**src/rtl/pm_datapath.sv**
```systemverilog
// pm_datapath -- small register-file datapath with one ALU and a registered output.
//
// Four WIDTH-bit registers R0..R3. R0 is the accumulator: it is operand B of the ALU
// and is written from a priority-selected source. R1..R3 form a shift chain fed by R0.
// Operand A of the ALU is din or one of R1..R3. Carry and zero flags are registered.
// The output register samples R0 on demand, so dout always lags R0 by one edge.
//
// Ports:
//   clk        in   rising-edge clock
//   reset      in   asynchronous active-high reset of all state
//   clr        in   synchronous clear of R0..R3 and the flags (dout untouched)
//   ce[3:0]    in   per-register enables, ce[k] -> Rk
//   w[2:0]     in   R0 write source: w[2] ALU, else w[1] din, else w[0] zero, else hold
//   s[2:0]     in   ALU operation
//   sel[1:0]   in   operand A: din, R1, R2, R3
//   en         in   capture R0 into dout
//   din        in   external operand
//   dout       out  captured R0
//   dout_valid out  dout has been captured at least once since reset
//   carry      out  registered ALU carry/borrow
//   zero       out  registered (R0 == 0)
module pm_datapath #(
    parameter int WIDTH = 8
) (
    input  logic             clk,
    input  logic             reset,
    input  logic             clr,
    input  logic [3:0]       ce,
    input  logic [2:0]       w,
    input  logic [2:0]       s,
    input  logic [1:0]       sel,
    input  logic             en,
    input  logic [WIDTH-1:0] din,
    output logic [WIDTH-1:0] dout,
    output logic             dout_valid,
    output logic             carry,
    output logic             zero
);

    logic [3:0][WIDTH-1:0] r_q, r_d;
    logic [WIDTH-1:0]      dout_q, dout_d;
    logic                  dout_valid_q, dout_valid_d;
    logic                  carry_q, carry_d;
    logic                  zero_q, zero_d;

    logic [WIDTH-1:0]      op_a;
    logic [WIDTH-1:0]      alu_y;
    logic                  alu_c;
    logic [WIDTH-1:0]      wdata;

    // Returns {carry_out, result}. All arithmetic wraps modulo 2^WIDTH.
    function automatic logic [WIDTH:0] alu(input logic [2:0]       op,
                                           input logic [WIDTH-1:0] a,
                                           input logic [WIDTH-1:0] b);
        logic [WIDTH:0] res;
        res = '0;
        case (op)
            3'b000: res = {1'b0, b};
            3'b001: res = {1'b0, a} + {1'b0, b};
            3'b010: res = {1'b0, a};
            3'b011: res = {(b < a), WIDTH'(b - a)};
            3'b100: res = {1'b0, a & b};
            3'b101: res = {1'b0, a | b};
            3'b110: res = {1'b0, a ^ b};
            default: res = {b[WIDTH-1], b[WIDTH-2:0], 1'b0};
        endcase
        return res;
    endfunction

    always_comb begin
        op_a = din;
        case (sel)
            2'b00:   op_a = din;
            2'b01:   op_a = r_q[1];
            2'b10:   op_a = r_q[2];
            default: op_a = r_q[3];
        endcase

        {alu_c, alu_y} = alu(s, op_a, r_q[0]);

        // w = 000 never reaches wdata: the write is suppressed below.
        if (w[2])      wdata = alu_y;
        else if (w[1]) wdata = din;
        else           wdata = '0;

        r_d     = r_q;
        carry_d = carry_q;
        zero_d  = zero_q;

        if (clr) begin
            r_d     = '0;
            carry_d = 1'b0;
            zero_d  = 1'b1;
        end else begin
            if (ce[0] && (w != 3'b000)) begin
                r_d[0] = wdata;
                zero_d = (wdata == '0);
            end
            if (ce[0] && w[2]) begin
                carry_d = alu_c;
            end
            // Chain reads r_q, so shifts use pre-edge values alongside the R0 write.
            for (int k = 1; k < 4; k++) begin
                if (ce[k]) r_d[k] = r_q[k-1];
            end
        end

        dout_d       = en ? r_q[0] : dout_q;
        dout_valid_d = dout_valid_q | en;
    end

    always_ff @(posedge clk or posedge reset) begin
        if (reset) begin
            r_q          <= '0;
            dout_q       <= '0;
            dout_valid_q <= 1'b0;
            carry_q      <= 1'b0;
            zero_q       <= 1'b1;
        end else begin
            r_q          <= r_d;
            dout_q       <= dout_d;
            dout_valid_q <= dout_valid_d;
            carry_q      <= carry_d;
            zero_q       <= zero_d;
        end
    end

    assign dout       = dout_q;
    assign dout_valid = dout_valid_q;
    assign carry      = carry_q;
    assign zero       = zero_q;

endmodule

```
**config.mk**
```make
export PLATFORM = sky130hd
export DESIGN_NAME = pm_datapath
export DESIGN_NICKNAME = d
export VERILOG_FILES = /design/src/rtl/pm_datapath.sv
export SDC_FILE = /design/constraint.sdc
export NUM_CORES = 1
export LEC_CHECK = 0
export CORE_UTILIZATION = 45
export CTS_BUF_LIST = sky130_fd_sc_hd__clkbuf_8
export CTS_CLUSTER_SIZE = 24
export DETAILED_ROUTE_END_ITERATION = 6
export GPL_TIMING_DRIVEN = 0
export PLACE_DENSITY = 0.71
export SLEW_MARGIN = 20
export SYNTH_ARGS = -nofsm -noshare
export SYNTH_HDL_FRONTEND = slang
export SYNTH_SLANG_ARGS = --single-unit
```
**constraint.sdc**
```tcl
create_clock -name clk -period 8.3 [get_ports clk]
set_input_delay 1.66 -clock clk [delete_from_list [all_inputs] [get_ports clk]]
set_output_delay 1.66 -clock clk [all_outputs]
set_load 0.005 [all_outputs]
```
---- Word-level counts from Yosys, hierarchy flattened ----
Index checks and enable logic that the tools add are counted.
operators by class
  multiplexer cells ....................... 13
  add/sub/neg operators ................... 2
  equal/unequal tests ..................... 8
  reductions and logical operators ........ 11
  bitwise gates (word level) .............. 4
  magnitude comparators ................... 1
operators by type and width
  kind                                                                   count
  9-bit one-hot mux with 7 select lines                                  1
  8-bit two-way mux                                                      6
  32-bit two-way mux                                                     1
  8-bit one-hot mux with 3 select lines                                  1
  2-bit nonzero test                                                     5
  8-bit by 8-bit adder with 9-bit output                                 1
  3-bit equality test, second input constant                             3
  8-bit bitwise AND                                                      1
  8-bit logical NOT                                                      1
  8-bit < comparator                                                     1
  8-bit OR                                                               1
  8-bit subtractor                                                       1
  8-bit XOR                                                              1
  3-bit by 2-bit equality test with 1-bit output, second input constant  2
  1-bit two-way mux                                                      4
  3-bit by 1-bit equality test with 1-bit output, second input constant  1
  3-bit logical NOT                                                      1
  3-bit nonzero test                                                     1
  2-bit by 1-bit equality test with 1-bit output, second input constant  1
  2-bit equality test, second input constant                             1
  1-bit logical AND                                                      2
  2-bit logical NOT                                                      1
  1-bit OR                                                               1
word-level totals
  input port bits ......................... 24
  bits in registers ....................... 43
  output and inout port bits .............. 11

---- Longest topological paths before layout ----
Gate-level depths: netlist of run 1.
  word-level depth ........................ 8
  gate-level depth with buffers ........... 13
  depth with buffers taken out ............ 12

---- Worst setup path before layout of run 1 ----
No wires, ideal clock.
  path type ............................... in2reg
  start ................................... in sel[0]
  end ..................................... reg zero_q (netlist: zero)
  path buffers ............................ 1
  arrival time ............................ 4165 ps
  data required time ...................... 8209 ps
  stages .................................. 11
  slack ................................... 4045 ps
  setup time .............................. 91 ps
  cell sequence ........................... buf_2 -> mux4_2 -> inv_1 -> fa_1 -> nor2_1 -> o21ai_1 -> a32o_1 -> a221o_1 -> nor3_1 -> nand4_1 -> o31ai_1
on the way
  cells in the longest elaborated chain, start to end .. 8
ends and longest elaborated chain
  element                                            RTL line  text
  start: declaration                                 31        input logic [1:0] sel,
  2-bit equality test, or another cell as far along  72        case (sel)
  8-bit one-hot mux with 3 select lines *            72
  8-bit subtractor, or another cell as far along     61        3'b011: res = {(b < a), WIDTH'(b - a)};
  9-bit one-hot mux with 7 select lines *            57        case (op)
  8-bit two-way mux *                                82        if (w[2]) wdata = alu_y;
  8-bit logical NOT *                                97        zero_d = (wdata == '0);
  1-bit two-way mux *                                95        if (ce[0] && (w != 3'b000)) begin
  1-bit two-way mux *                                90        if (clr) begin
  end signal: assignment                             124       zero_q <= zero_d;
  end: declaration                                   44        logic zero_q, zero_d;
Mark *: on every way between the ends. The rest lies on a longest branch, timed or not. The select of a mux whose other input is x is not followed.
A chain may end at the register's enable or synchronous reset.

---- Final worst setup path of run 1 ----
  start ................................... in sel[1]
  end ..................................... reg zero_q (netlist: zero)
Same word-level chain as after synthesis.

==> run_results.csv, run 1 <==
group,metric,value,unit
synth,async_flop_share,1.00,
route,totalWireLength,9.01,mm
route,drtIter0Drc,232,
finish,area_growth,17.0,%
synth,synthSimpleGateAreaFrac,0.145,
place,routabilityCongestion,0.938,
synth,synth_xor_area_frac,0.0103,
synth,syn-mean-instance-area,9.29,um2
worst_setup_path,cp-startpoint,"sel[1]",
clock_network,clk_path_buf_depth,2,
clock_network,insertion_delay,0.29,ns
worst_setup_path,endpoint_kind,"flop",
clock_network,path_clk_slew,0.08,ns
synth,synth_fa_ha_area_frac,0.103,
finish,final_util,0.547,
pwr,p_total,567,uW
clock_network,numCtsBuffers,5,
place,numPortBuffers,30,
timing,max_freq,197,MHz
timing,min_period,5.07,ns
die,initial_core_util,0.468,
synth,yosys-mux-area-fraction,0.187,
synth,yosys-top-cells-count,"42 x dfrtp_1, 40 x nor2_1, 31 x mux2i_1, 27 x inv_1, 25 x ha_1",
clock_network,cts_root_buf,"clkbuf_8",
clock_network,clkSinkCount,43,
global_route,grt_max_degree,36,
worst_setup_path,start_kind,"input port",
worst_setup_path,worst-path-max-fanout,10,
worst_setup_path,cp.required,8.50,ns
route,first_pass_iters,5,
die,die_h,89.1,um
synth,syn-num-nets,418,
pwr,p_sw,162,uW
flow_run,drv_cap,0,
global_route,grt_pass1_vias,2788,
pwr,pwr-share-seq,0.401,
clock_network,ctsResizeCount,0,
synth,ys_ff_latch,43,
finish,antenna_cells,0,
hold_path,min-delay-start,"dout_valid",
pwr,p_leak,1.75,nW
global_route,grt_pass1_wl,14.5,mm
pwr,pwr-share-clk,0.335,
finish,layout.nets,456,
synth,synthTopCellsByArea,"dfrtp_1 31%, ha_1 9.2%, mux2i_1 9.1%",
synth,synth_top_family_by_area,"multiplexers",
synth,synth_top_cell_by_area,"dfrtp_1",
synth,yosysSeqAreaShare,0.316,
worst_setup_path,path_class,"input port to flop",
timing,rsz0062_at_grt,"false",
finish,layout-drive-gt1-share,0.111,
synth,synth_top_area_share,0.308,
clock_network,cts-hold-fix-buffers,0,
synth,synth_edf_count,0,
timing,tns,0,ns
place,hpwl,6.93,mm
timing,finalClockSkew,0.0104,ns
route,drc,0,
die,io_pins,35,
timing,hold_violations,0,
pwr,ir_worst_vdd,0.277,mV
pwr,netSwitchingFraction,0.285,
global_route,grt_use_total,0.245,
run_status,status,"completed",
clock_network,post_cts_buffers,0,
worst_setup_path,r2r_start,"r_q[8]",
timing,worst_pin_slew,0.871,ns
timing,setup_violations,0,
route,vias,2972,
clock_network,cts_tree,"yes",
clock_network,h-tree-depth,2,
die,coreArea,7290,um2
synth,ys.warnings.count,0,
pwr,p_comb_frac,0.264,
timing,slew_violations,0,
hold_path,hold_path_class,"flop to flop",
global_route,antenna_found_initial,0,
die,die_area,7930,um2
synth,ys_types,58,
synth,synthCells,367,
pwr,p_int,405,uW
pwr,powerDensity,142,nW/um2
route,vias_per_cell,5.89,
timing,fin_crit_sh,0.611,
synth,syn-cell-area,3410,um2
synth,yosysMostFrequentCell,"dfrtp_1",
die,die_w,89.1,um
synth,synth_compound_area_frac,0.182,
route,ant_nets,0,
global_route,globalRouteOverflowTotal,0,
timing,max-slew-margin-rel,0.418,
route,wl_per_cell,17.8,um
synth,synthFlopType,"dfrtp_1",
die,std_cell_rows,31,
worst_setup_path,critPathArrivalTime,5.27,ns
-- critical path: stages --
cell	delay, ns
clkdlybuf4s50_1	0.49
buf_2	0.29
mux4_2	0.32
ha_1	0.22
inv_1	0.06
fa_1	0.38
nor2b_1	0.16
o31ai_1	0.43
o41ai_1	0.14
or4b_1	0.54
nand3_1	0.15
nand4_1	0.12
o31ai_1	0.30
-- metal layers --
metal  routed length [um]  GRT usage  up-vias
li1                     -          -     1395
met2                 4270      0.412      125
met4                  202     0.0851        0
met5                    0          0        -
met1                 3970      0.331     1434
met3                  563     0.0277       18
-- power by group through the flow --
stage / Sequential, mW / Combinational [mW] / Clock [mW]
final: 0.228 / 0.150 / 0.190
after global routing: 0.229 / 0.164 / 0.202
after CTS: 0.228 / 0.148 / 0.194
after detailed placement: 0.232 / 0.148 / 0
after global placement: 0.231 / 0.145 / 0
after floorplan: 0.229 / 0.0989 / 0
-- through the flow --
step / cell area, um2 / std cells / setup WS, ns / hold WS, ns
3_3_place_gp: 3830 / 496 / 2.94 / 0.449
5_1_grt: 3990 / 505 / 2.98 / 0.501
4_1_cts: 3990 / 505 / 3.25 / 0.471
6_report: 3990 / 505 / 3.23 / 0.470
3_5_place_dp: 3850 / 497 / 2.96 / 0.448
2_1_floorplan: 3410 / 367 / 4.04 / 0.462
-- flip-flops by register name, summed over array words and instances (netlist names) --
signal,count
dout,8
zero,1
carry,1
r_q,32
dout_valid,1
-- layout make-up --
type                            count  area (um2)
Buffer                             22        90.1
Clock buffer                        5        68.8
Clock inverter                      3        67.6
Fill cell                         684        3300
Inverter                           28         105
Multi-Input combinational cell    274        2140
Sequential cell                    43        1080
Tap cell                           99         124
Timing Repair Buffer               31         320
-- logic make-up (layout without fill, tap and decap cells) --
group | after synthesis | count (layout)
multiplexers | 52 | 52
flip-flops | 43 | 43
AO/OA/AOI/OAI | 87 | 87
AND/OR/NAND/NOR | 104 | 104
buffers and inverters | 50 | 89
adder cells (fa/ha/maj) | 27 | 27
XOR/XNOR | 4 | 4
-- final timing paths --
kind | to | slack (ns) | cells after the start
max | zero | 3.23 | 13
min | dout_valid | 0.47 | 1
max reg2reg | zero | 5.00 | 11
min reg2reg | dout_valid | 0.47 | 1
max in group asynchronous | r_q[11] | 6.26 | 3
min in group asynchronous | dout[7] | 1.59 | 2
-- cells in the final DEF (no fill, tap or decap), types with 8 or more instances in the layout --
master           netlist  final
dfrtp_1               42     42
ha_1                  25     25
nor2_1                40     40
clkdlybuf4s50_1        0     30
mux2i_1               31     31
a21oi_1               21     21
nand2_1               21     21
mux4_2                 8      8
inv_1                 27     26
mux2_2                13     13
nor2b_1                8      8
clkbuf_1              15     15
o21ai_0               12     12
Power figures use the tool's default switching activity.
==> run 2, diff against run 1 <==
PLACE_DENSITY = 0.73   (was 0.71)
clock period = 4.5 ns   (was 8.3 ns; I/O delays follow)
==> run 2 against run 1 <==
  * Critical endpoint unchanged
  * Sequential share of layout area up 0.27 points
  * Total power up 66%
  * Clock skew down 0.0043 ns
  * Wire length down 1.1%
  * Final cell count unchanged
  * Setup slack worse by 3.0 ns
  * Core utilization down 0.55 points
  * Critical path depth down 1
  * Clock-buffer cell count unchanged
==> run_results.csv, run 2 (synthesis gave the netlist of run 1 again) <==
group,metric,value,unit
run_status,status,"completed",
timing,slew_violations,0,
pwr,ir_worst_vdd,0.228,mV
finish,largest_reg_flops,32,
route,vias,3007,
finish,area_growth,15.8,%
finish,largest-register,"r_q",
flow_run,drv_cap,0,
die,io_pins,35,
route,totalWireLength,8.91,mm
worst_setup_path,path_class,"input port to flop",
route,dr_wl_met3,521,um
pwr,p_total,941,uW
clock_network,post_cts_buffers,0,
pwr,p_leak,1.72,nW
clock_network,cts_tree,"yes",
route,first_pass_iters,4,
clock_network,cts_root_buf,"clkbuf_8",
die,die_area,7930,um2
place,placed_area,3850,um2
place,hpwl,6.87,mm
route,wl_met2,4.29,mm
global_route,grt_use_total,0.241,
clock_network,numCtsBuffers,5,
clock_network,insertion_delay,0.30,ns
global_route,grt_pass1_wl,14.3,mm
timing,rsz0062_at_grt,"false",
pwr,powerDensity,238,nW/um2
finish,layout_commonest_cell,"dfrtp_1",
route,wl_per_cell,17.6,um
route,ant_nets,0,
timing,finalClockSkew,0.00605,ns
timing,max-slew-margin-rel,0.431,
die,initial_core_util,0.468,
timing,fin_crit_sh,0.938,
global_route,grt_max_degree,28,
worst_setup_path,cp.required,4.71,ns
die,std_cell_rows,31,
die,die_w,89.1,um
finish,design_area,3950,um2
place,numPortBuffers,30,
finish,mostFrequentLayoutCells,"42 x dfrtp_1, 40 x nor2_1, 31 x mux2i_1, 30 x clkdlybuf4s50_1, 26 x inv_1",
worst_setup_path,r2r_cells,11,
route,vias_per_cell,5.95,
clock_network,clk_path_buf_depth,2,
hold_path,hold_path_class,"flop to flop",
worst_setup_path,start_kind,"input port",
worst_setup_path,worst-path-max-fanout,10,
timing,min_period,4.22,ns
place,routabilityCongestion,0.922,
finish,antenna_cells,0,
worst_setup_path,critPathArrivalTime,4.43,ns
finish,layout-drive-gt1-share,0.113,
timing,hold_violations,0,
clock_network,cts-hold-fix-buffers,0,
route,drc,0,
clock_network,clkSinkCount,43,
finish,layout.nets,456,
worst_setup_path,endpoint_kind,"flop",
die,coreArea,7290,um2
global_route,grt_pass1_vias,2802,
timing,worst_pin_slew,0.852,ns
route,wl_met1,3.86,mm
timing,max_freq,237,MHz
global_route,antenna_found_initial,0,
route,top_layer,"met4",
timing,setup_violations,0,
die,die_h,89.1,um
clock_network,h-tree-depth,2,
route,drtIter0Drc,236,
hold_path,hold-path-cell-count,1,
clock_network,path_clk_slew,0.08,ns
global_route,globalRouteOverflowTotal,0,
run 2: cell count changes in the layout (fill, tap and decap cells not counted), sizes merged:
cell / change
clkbuf: +1
buf: -1
clkinvlp: +1
bufinv: -2
clkinv: +1
run 2: layout make-up:
| type | instances | area [um2] |
|---|---|---|
| plain buffers | 22 | 92.6 |
| inverters | 28 | 105 |
| clock buffers | 5 | 68.8 |
| well taps | 99 | 124 |
| repair buffers | 31 | 320 |
| flip-flops and latches | 43 | 1080 |
| clock inverters | 3 | 20.0 |
| fillers | 702 | 3340 |
| multi-input cells | 274 | 2140 |
run 2: path summary, 6_finish.rpt:
kind / from / endpoint / slack [ns]
max: sel[0] / zero / 0.28
max in group asynchronous: reset / zero / 3.08
min in group asynchronous: reset / r_q[30] / 0.90
min: dout_valid / dout_valid / 0.48
min reg2reg: dout_valid / dout_valid / 0.48
max reg2reg: r_q[8] / zero / 1.27
run 2: power by group:
part           internal [mW]  total [mW]  switching, mW  leakage, nW
Combinational          0.125       0.279          0.154         1.10
Sequential             0.403       0.420         0.0170        0.582
Clock                  0.108       0.242          0.134       0.0402
Total                  0.636       0.941          0.305         1.72
run 2: what timing repair did:
action | in CTS | in global routing
setup endpoints to repair | 0 | 1
endpoints found under the hold margin | 0 | 0
resized for setup | 0 | 2
run 2: metrics by stage:
stage          setup slack [ns]  setup TNS, ns  hold WS [ns]  utilization  std cells
2_1_floorplan              1.00              0         0.462            -        367
3_3_place_gp            -0.0550        -0.0550         0.450        0.526        496
3_5_place_dp            -0.0714        -0.0714         0.460        0.529        497
4_1_cts                   0.214              0         0.482        0.541        505
5_1_grt                 0.00770              0         0.507        0.542        505
6_report                  0.279              0         0.478        0.542        505
run 2: critical path: stages:
cell and delay, ns:
clkdlybuf4s50_1 0.56, clkbuf_4 0.27, mux4_2 0.57, inv_1 0.19
fa_1 0.44, nor2_1 0.12, o21ai_1 0.09, a32o_1 0.31
a221o_1 0.35, nor3_1 0.19, nand4_1 0.15, o31ai_1 0.28
run 2: per-layer routing:
layer	global-route usage	up-vias
met5	0	-
li1	-	1398
met4	0.0895	0
met1	0.320	1467
met2	0.406	124
met3	0.0314	18
==> run 3, diff against run 2 <==
CORE_UTILIZATION = 54   (was 45)
PLACE_DENSITY = 0.84   (was 0.73)
==> run 3 against run 2 <==
  * Non-clock buffer count unchanged
  * Maximum frequency decreased by 2.0%
  * Combinational power about the same
  * Clock skew decreased by 0.0019 ns
  * Clock power decreased by 8.7%
  * Total power decreased by 2.4%
  * Core utilization increased by 11 points
  * Hold slack got worse by 0.011 ns
  * Largest cell class unchanged
==> run_results.csv, run 3 (synthesis gave the netlist of run 1 again) <==
group,metric,value,unit
timing,holdWs,0.467,ns
route,ant_nets,0,
place,routabilityCongestion,0.955,
finish,layout.cells.non_filler,481,
route,drtIter0Drc,292,
finish,design_area,3910,um2
worst_setup_path,crit_path_max_incr_delay,0.54,ns
die,die_w,81.5,um
clock_network,path_clk_slew,0.07,ns
global_route,globalRouteOverflowTotal,0,
place,placed_area,3820,um2
clock_network,cts_root_buf,"clkbuf_8",
timing,setup_violations,0,
timing,finalClockSkew,0.00419,ns
pwr,ir_worst_vdd,0.263,mV
clock_network,cts_tree,"yes",
clock_network,ctsResizeCount,0,
hold_path,hold_path_class,"flop to flop",
worst_setup_path,cp.required,4.70,ns
timing,worst_pin_slew,0.819,ns
hold_path,hold-path-cell-count,1,
finish,largest-register,"r_q",
timing,fin_crit_sh,0.957,
die,initial_core_util,0.569,
flow_run,drv_cap,0,
worst_setup_path,crit_path_cell_trace,"clkdlybuf4s50_1 > buf_2 > mux4_2 > ha_1 > inv_1 > fa_1 > nor2b_1 > o31ai_1 > o41ai_1 > or4b_1 > nand3_1 > nand4_1 > o31ai_1",
timing,rsz0062_at_grt,"false",
global_route,grt_max_degree,32,
die,die_h,81.5,um
die,die_area,6640,um2
timing,fin_ws,0.191,ns
clock_network,clk_path_buf_depth,2,
timing,max-slew-margin-rel,0.453,
place,dp_cells,473,
finish,layout_commonest_cell,"dfrtp_1",
route,drc,0,
finish,layout-drive-gt1-share,0.103,
pwr,p_leak,1.73,nW
pwr,p_total,918,uW
global_route,grt_use_total,0.290,
route,top_layer,"met4",
finish,final_util,0.652,
worst_setup_path,crit_top_cell,"o31ai_1",
timing,slew_violations,0,
route,dr_wl_met3,489,um
clock_network,numCtsBuffers,5,
route,totalWireLength,8.84,mm
finish,antenna_cells,0,
place,place_ws,-0.0831,ns
worst_setup_path,endpoint_kind,"flop",
route,wl_per_cell,18.4,um
finish,largest_reg_flops,32,
worst_setup_path,critPathArrivalTime,4.51,ns
route,wl_met1,3.88,mm
route,wl_met2,4.20,mm
clock_network,h-tree-depth,2,
route,vias,2985,
die,std_cell_rows,28,
worst_setup_path,cp_slowest_cell,"or4b_1",
timing,hold_violations,0,
die,coreArea,5990,um2
place,numPortBuffers,30,
global_route,grt_pass1_wl,14.3,mm
finish,mostFrequentLayoutCells,"42 x dfrtp_1, 40 x nor2_1, 31 x mux2i_1, 30 x clkdlybuf4s50_1, 29 x inv_1",
global_route,antenna_found_initial,0,
finish,area_growth,14.5,%
finish,layout.nets,456,
worst_setup_path,r2r_cells,11,
worst_setup_path,start_kind,"input port",
clock_network,insertion_delay,0.29,ns
place,hpwl,6.85,mm
die,io_pins,35,
run_status,status,"completed",
clock_network,post_cts_buffers,0,
timing,tns,0,ns
route,first_pass_iters,5,
clock_network,clkSinkCount,43,
timing,min_period,4.31,ns
route,vias_per_cell,6.21,
pwr,powerDensity,235,nW/um2
clock_network,cts-hold-fix-buffers,0,
worst_setup_path,path_class,"input port to flop",
worst_setup_path,worst-path-max-fanout,10,
timing,max_freq,232,MHz
global_route,grt_pass1_vias,2876,
-- run 3: cell types whose count changed in the layout (fill, tap and decap cells not counted), sizes merged --
cell      change
clkinv        -1
clkinvlp      -2
inv           +3
buf           +1
clkbuf        -1
-- run 3: final timing paths --
kind,start,end,slack (ns)
worst max-delay path,sel[1],zero,0.19
max in group asynchronous,reset,r_q[10],3.18
worst min register to register,dout_valid,dout_valid,0.47
min in group asynchronous,reset,dout_valid,0.87
worst min-delay path,dout_valid,dout_valid,0.47
worst max register to register,r_q[8],zero,1.20
-- run 3: routing by layer --
layer  vias up  global-route usage
li1       1397                   -
met1      1441               0.391
met2       127               0.473
met3        20              0.0333
met4         0               0.118
met5         -                   0
-- run 3: worst max-delay path: cells and delay by family --
| kind | cells | cell delay (ns) |
|---|---|---|
| adder cells (fa/ha/maj) | 2 | 0.59 |
| AND/OR/NAND/NOR | 4 | 0.98 |
| multiplexers | 1 | 0.32 |
| AO/OA/AOI/OAI | 3 | 0.84 |
| buffers and inverters | 3 | 0.87 |
-- run 3: where the power goes --
part	total (mW)	internal (mW)	switching (mW)	leakage [nW]
registers	0.420	0.403	0.0171	0.582
clock network	0.221	0.103	0.118	0.0519
logic	0.278	0.124	0.153	1.10
-- run 3: final cells by class --
type,count,area (um2)
clock inverter,3,11.3
buffer,22,90.1
sequential,43,1080
timing repair buffer,31,320
fill,486,2090
clock buffer,5,68.8
tap,75,93.8
inverter,28,105
multi-input combinational,274,2140
